**config.mk**
```make
export PLATFORM = sky130hd
export DESIGN_NAME = axis_fifo_pkt
export DESIGN_NICKNAME = d
export VERILOG_FILES = /design/src/rtl/axis_fifo_pkt.sv
export SDC_FILE = /design/constraint.sdc
export NUM_CORES = 1
export LEC_CHECK = 0
export ABC_AREA = 1
export CAP_MARGIN = 30
export CORE_MARGIN = 4
export CORE_UTILIZATION = 50
export DETAILED_ROUTE_END_ITERATION = 12
export PLACE_DENSITY = 0.68
export SETUP_SLACK_MARGIN = 0.1
export SYNTH_ARGS = -nofsm -noshare
export SYNTH_HDL_FRONTEND = slang
export SYNTH_SLANG_ARGS = --single-unit
```
**constraint.sdc**
```tcl
create_clock -name clk -period 6.1 [get_ports clk]
set_input_delay 1.525 -clock clk [delete_from_list [all_inputs] [get_ports clk]]
set_output_delay 1.525 -clock clk [all_outputs]
set_load 0.05 [all_outputs]
```
**src/rtl/axis_fifo_pkt.sv**
```systemverilog
// rtl/axis_fifo_pkt.sv - single-clock AXI-Stream FIFO with occupancy, threshold flags and packet mode
// First-word-fall-through: m_tdata/m_tlast are a combinational read of the head entry.
module axis_fifo_pkt #(
  parameter int DATA_WIDTH  = 8,
  parameter int DEPTH       = 16,
  parameter int PTR_WIDTH   = 4,
  parameter int PACKET_MODE = 0,
  parameter int AFULL_THR   = 12,
  parameter int AEMPTY_THR  = 2
) (
  input  logic                  clk,
  input  logic                  rst,
  input  logic                  s_tvalid,
  output logic                  s_tready,
  input  logic [DATA_WIDTH-1:0] s_tdata,
  input  logic                  s_tlast,
  output logic                  m_tvalid,
  input  logic                  m_tready,
  output logic [DATA_WIDTH-1:0] m_tdata,
  output logic                  m_tlast,
  output logic [PTR_WIDTH:0]    level,
  output logic                  almost_full,
  output logic                  almost_empty,
  output logic [PTR_WIDTH:0]    pkt_count
);

  localparam logic [PTR_WIDTH:0] CNT_ONE    = {{PTR_WIDTH{1'b0}}, 1'b1};
  localparam logic [PTR_WIDTH:0] AFULL_LVL  = (PTR_WIDTH+1)'(AFULL_THR);
  localparam logic [PTR_WIDTH:0] AEMPTY_LVL = (PTR_WIDTH+1)'(AEMPTY_THR);

  logic [DATA_WIDTH:0] mem [DEPTH];
  logic [PTR_WIDTH:0]  wr_ptr;
  logic [PTR_WIDTH:0]  rd_ptr;
  logic                empty;
  logic                full;
  logic                release_ok;
  logic                wr_en;
  logic                rd_en;
  logic                wr_last;
  logic                rd_last;

  // The extra wrap bit distinguishes full from empty when the index bits match.
  assign empty = (wr_ptr == rd_ptr);
  assign full  = (wr_ptr[PTR_WIDTH-1:0] == rd_ptr[PTR_WIDTH-1:0]) &&
                 (wr_ptr[PTR_WIDTH] != rd_ptr[PTR_WIDTH]);

  // Packet mode holds output until a whole frame is stored; a full FIFO
  // releases anyway so an oversize frame streams cut-through instead of deadlocking.
  if (PACKET_MODE != 0) begin : g_pkt
    assign release_ok = (pkt_count != '0) || full;
  end else begin : g_plain
    assign release_ok = 1'b1;
  end

  assign s_tready = !full;
  assign m_tvalid = !empty && release_ok;

  assign wr_en   = s_tvalid && s_tready && !rst;
  assign rd_en   = m_tvalid && m_tready && !rst;
  assign wr_last = wr_en && s_tlast;
  assign rd_last = rd_en && m_tlast;

  assign {m_tlast, m_tdata} = mem[rd_ptr[PTR_WIDTH-1:0]];

  // Storage is intentionally not reset.
  always_ff @(posedge clk) begin
    if (wr_en) begin
      mem[wr_ptr[PTR_WIDTH-1:0]] <= {s_tlast, s_tdata};
    end
  end

  always_ff @(posedge clk) begin
    if (rst) begin
      wr_ptr <= '0;
      rd_ptr <= '0;
    end else begin
      if (wr_en) begin
        wr_ptr <= wr_ptr + CNT_ONE;
      end
      if (rd_en) begin
        rd_ptr <= rd_ptr + CNT_ONE;
      end
    end
  end

  always_ff @(posedge clk) begin
    if (rst) begin
      level <= '0;
    end else begin
      case ({wr_en, rd_en})
        2'b10:   level <= level + CNT_ONE;
        2'b01:   level <= level - CNT_ONE;
        default: level <= level;
      endcase
    end
  end

  always_ff @(posedge clk) begin
    if (rst) begin
      pkt_count <= '0;
    end else begin
      case ({wr_last, rd_last})
        2'b10:   pkt_count <= pkt_count + CNT_ONE;
        2'b01:   pkt_count <= pkt_count - CNT_ONE;
        default: pkt_count <= pkt_count;
      endcase
    end
  end

  assign almost_full  = (level >= AFULL_LVL);
  assign almost_empty = (level <= AEMPTY_LVL);

endmodule

```
==> results of run 1 <==
==> worst max-delay path, stage by stage (launching register included) <==
cell	delay, ns
dfxtp_1	0.78
clkinv_1	0.71
nand3_1	0.26
nand3_1	0.10
nand2_1	0.10
clkdlybuf4s50_1	0.81
==> cell usage after synthesis (3+ instances only) <==
library cell    n
nand3_1        63
buf_2          20
inv_2           7
a21oi_1        46
o21ai_0        43
xor2_1          6
ha_1           13
edfxtp_1      144
o21bai_1        3
nand2_2         3
clkbuf_1        8
o211ai_1       36
dfxtp_1        24
nand2_4         4
nand4_1         6
nand2_1        88
inv_1         104
nor2_1         44
==> path summary, 6_finish.rpt <==
check | start | end | slack, ns | depth (start not counted)
max | flop | m_tdata[1] | 1.38 | 5
min | pkt_count[4] | pkt_count[4] | 0.53 | 2
max reg2reg | flop | pkt_count[4] | 2.64 | 14
min reg2reg | pkt_count[4] | pkt_count[4] | 0.53 | 2
==> per-stage QoR <==
step                      cells  area [um2]
after CTS                   911        8450
after floorplan             681        7410
after global routing        913        8460
after detailed placement    879        7930
after global placement      874        7890
final                       913        8460
==> where the power goes <==
group          switching (mW)  internal [mW]
combinational           0.297          0.152
sequential             0.0443           1.27
clock                   0.411          0.549
==> area by class of cell <==
cell class	instances	area, um2	share of cell area, %
Clock buffer	19	433	5.12
Timing Repair Buffer	46	437	5.16
Clock inverter	13	87.6	1.03
Sequential cell	168	4810	56.8
Tap cell	184	230	2.72
Inverter	113	424	5.01
Multi-Input combinational cell	370	2040	24.1
==> registers in the layout, summed over array words and instances, names as in the netlist, named ones only <==
register	count
level	5
mem	144
pkt_count	5
rd_ptr	5
wr_ptr	5
==> layer usage <==
metal	global-route usage, %	routed length [um]
met5	0	0
met4	7.15	255
met3	5.24	1130
met2	31.0	7590
met1	27.0	6940
==> cells by family (layout without fill, tap and decap cells) <==
group | after synthesis | count (layout)
AO/OA/AOI/OAI | 131 | 131
buffers and inverters | 143 | 191
AND/OR/NAND/NOR | 216 | 216
flip-flops | 168 | 168
XOR/XNOR | 8 | 8
adder cells (fa/ha/maj) | 15 | 15
==> results.yml, run 1 <==
global_route:
  grt_pass1_wl_um: 24800
  grt_pass1_vias: 4759
  grt.overflow.total: 0
  antenna_found_initial: 0
  grt_usage_pct: 19.8
  grt_max_degree: 50
timing:
  fin_crit_sh_pct: 77.4
  slew_headroom_pct: 29.6
  whs_ns: 0.531
  slew_violations: 0
  finalSetupTns_ns: 0
  finalSetupViolations: 0
  tightestPinTransition_ns: 1.05
  fin_worst_skew_ns: 0.00484
  grt_setup_unrepaired: "no"
  max_freq_mhz: 212
  layout_min_cycle_time_ns: 4.72
  fin_ws_ns: 1.38
  hold_viol: 0
cts:
  postCtsSetupRepairBufs: 0
  clk_path_buf_depth: 2
  hold_buffers: 0
  post_cts_resized: 0
  cts_inserted_buffers: 17
  cts_sinks: 168
  root_buffer: "clkbuf_16"
  cts_tree: "done"
  path_clk_slew_ns: 0.06
  clock_latency_ns: 0.42
  cts.htree.levels: 4
synthesis:
  postSynth.topFlopCell: "edfxtp_1"
  synth-seq-cells: 168
  syn-cell-area_um2: 7410
  avgSynthCellArea_um2: 10.9
  synth_top_area_share_pct: 58.4
  synth_xor_area_share_pct: 1.05
  yosys.area_share.simple_pct: 13.6
  synth_compound_area_share_pct: 10.2
  synth_top_family_by_area: "simple AND/OR/NAND/NOR gates"
  yosysUniqueCellTypes: 31
  seq_area_frac_synth_pct: 64.9
  synth-async-reset-ratio_pct: 0
  synth.area.mux_share_pct: 0
  synth_adder_area_share_pct: 2.74
  synthTopCellsByArea: "edfxtp_1, dfxtp_1, inv_1, nand2_1, nand3_1"
  synth_cells: 681
  synth-edff-count: 144
  synth.largest_area_cell: "edfxtp_1"
  synth_nets: 709
  synth_warnings: 0
hold_path:
  hold_class: "flop to flop"
power:
  p_total_mw: 2.72
  p_leak_nw: 3.23
  power_density_nw_per_um2: 322
  vdd_ir_drop_max_v: 0.000202
routing:
  drt_pass1_iterations: 5
  wl_um: 15900
  vias_per_cell: 5.38
  drcViolationCount: 0
  ant_nets: 0
  vias: 4908
  wl_per_cell_um: 17.4
  initialDrtViolationCount: 440
critical_path:
  worstSetupPathType: "flop to output port"
  cp-end-kind: "output port"
  critPathMaxFanout: 19
  worstSetupStartpointType: "flop"
  crit_arrival_ns: 3.20
  critical_path_required_ns: 4.58
floorplan:
  die_h_um: 130
  die-area_um2: 16800
  ios: 36
  fp-row-count: 44
  core-area_um2: 14500
  start_util_pct: 51.0
  dieWidth_um: 130
placement:
  dp_slack_ns: 1.80
  hpwlAfterDp_um: 10500
  globalplace.congestion: 0.847
  io_buffers: 35
cells_and_area:
  final_common_cell: "edfxtp_1"
  num_antenna_cells: 0
  drive_gt1_share_pct: 8.23
  fill_cells: 1218
  final_util_pct: 58.2
  area_growth_pct: 14.2
  final_cell_mix: "edfxtp_1, inv_1, nand2_1, nand3_1, a21oi_1"
  nets: 744
run:
  cap_violations: 0
run_status:
  status: "finished, final reports clean"
No activity file was read; power rests on OpenSTA's default activity.
==> run 2: changes to the inputs <==
PLACE_DENSITY = 0.71   (was 0.68)
clock period = 3.85 ns   (was 6.1 ns; I/O delays follow)
==> results.yml, run 2 (synthesis gave the netlist of run 1 again) <==
floorplan:
  start_util_pct: 51.0
  dieWidth_um: 130
  die_h_um: 130
  die-area_um2: 16800
  core-area_um2: 14500
  fp-row-count: 44
  ios: 36
global_route:
  grt_max_degree: 113
  grt_pass1_vias: 5054
  grt_usage_pct: 20.3
  antenna_found_initial: 0
  grt_pass1_wl_um: 25800
  grt.overflow.total: 0
critical_path:
  cp-end-kind: "output port"
  worstSetupPathType: "flop to output port"
  critPathMaxFanout: 33
  critical_path_required_ns: 2.89
  worstSetupStartpointType: "flop"
  crit_arrival_ns: 2.44
placement:
  dp_slack_ns: 0.495
  dp.cells: 897
  hpwlAfterDp_um: 10300
  place_area_um2: 8050
  io_buffers: 35
  globalplace.congestion: 0.853
cells_and_area:
  num_antenna_cells: 0
  final_cell_mix: "edfxtp_1, inv_1, nand2_1, nand3_1, a21oi_1"
  post_layout_nonfiller_instances: 928
  final_util_pct: 59.8
  largest_reg_flops: 144
  nets: 760
  fill_cells: 1176
  drive_gt1_share_pct: 11.7
  area_growth_pct: 17.2
  final_common_cell: "edfxtp_1"
  finalInstanceArea_um2: 8680
run_status:
  status: "finished, final reports clean"
timing:
  slew_headroom_pct: 53.3
  fin_worst_skew_ns: 0.00866
  finalSetupTns_ns: 0
  hold_viol: 0
  whs_ns: 0.517
  layout_min_cycle_time_ns: 3.40
  slew_violations: 0
  finalSetupViolations: 0
  fin_crit_sh_pct: 88.3
  fin_ws_ns: 0.450
  max_freq_mhz: 294
  grt_setup_unrepaired: "no"
  tightestPinTransition_ns: 0.700
power:
  vdd_ir_drop_max_v: 0.000337
  p_leak_nw: 3.37
  power_density_nw_per_um2: 531
  p_total_mw: 4.62
routing:
  vias_per_cell: 5.42
  drt_pass1_iterations: 5
  wl_per_cell_um: 17.4
  ant_nets: 0
  wl_um: 16200
  drcViolationCount: 0
  initialDrtViolationCount: 475
  vias: 5031
cts:
  path_clk_slew_ns: 0.06
  cts_sinks: 168
  root_buffer: "clkbuf_16"
  clk_path_buf_depth: 2
  cts_inserted_buffers: 17
  cts_tree: "done"
  cts.htree.levels: 4
  clock_latency_ns: 0.43
hold_path:
  hold_class: "flop to flop"
run:
  cap_violations: 0
## run 2: cell count changes in the layout (fill, tap and decap cells not counted), sizes merged
cell	delta
clkinv	-4
buf	+24
clkbuf	-2
bufinv	+4
inv	+1
clkdlybuf4s50	-8
## run 2: worst max-delay path: stages, from the launching register on
cell and delay [ns]:
dfxtp_4 0.56, a21oi_1 0.14, o21ai_0 0.12, nand3_1 0.11, nand3_1 0.09, nand2_1 0.12, inv_1 0.07, clkdlybuf4s50_1 0.79
## run 2: power by group
part	switching, mW	internal, mW	total (mW)
sequential	0.0452	2.01	2.05
combinational	0.503	0.239	0.742
clock	0.677	1.14	1.82
total	1.23	3.39	4.62
## run 2: area by class of cell
type                    count  area (um2)  area share (%)
inverters                 113         424            4.88
multi-input cells         370        2040            23.5
repair buffers             62         546            6.28
clock inverters            14         205            2.36
clock buffers              17         425            4.90
flip-flops and latches    168        4810            55.4
well taps                 184         230            2.65
## run 2: path summary, 6_finish.rpt
path           startpoint            to  depth (start not counted)  slack, ns
max                  flop       m_tlast                          7       0.45
min          pkt_count[4]  pkt_count[4]                          2       0.52
max reg2reg     wr_ptr[0]      level[4]                         19       1.09
min reg2reg  pkt_count[4]  pkt_count[4]                          2       0.52
## run 2: repair_timing
item | in CTS | in global routing
gates resized for setup | 0 | 1
endpoints found under the setup margin | 0 | 1
buffers inserted | 0 | 0
hold buffers | 0 | 0
hold endpoints to repair | 0 | 0
## run 2: per-layer routing
| metal | global-route usage, % | routed length (um) | vias to the layer above |
|---|---|---|---|
| met2 | 34.6 | 8010 | 173 |
| li1 | - | - | 2431 |
| met1 | 25.3 | 6790 | 2394 |
| met3 | 5.24 | 990 | 33 |
| met5 | 0 | 0 | - |
| met4 | 7.15 | 403 | 0 |
==> run 3: changes to the inputs <==
CTS_CLUSTER_SIZE = 8   (was unset)
==> results of run 3 <==
The final DEF is identical to that of run 2; final timing and power are the same.
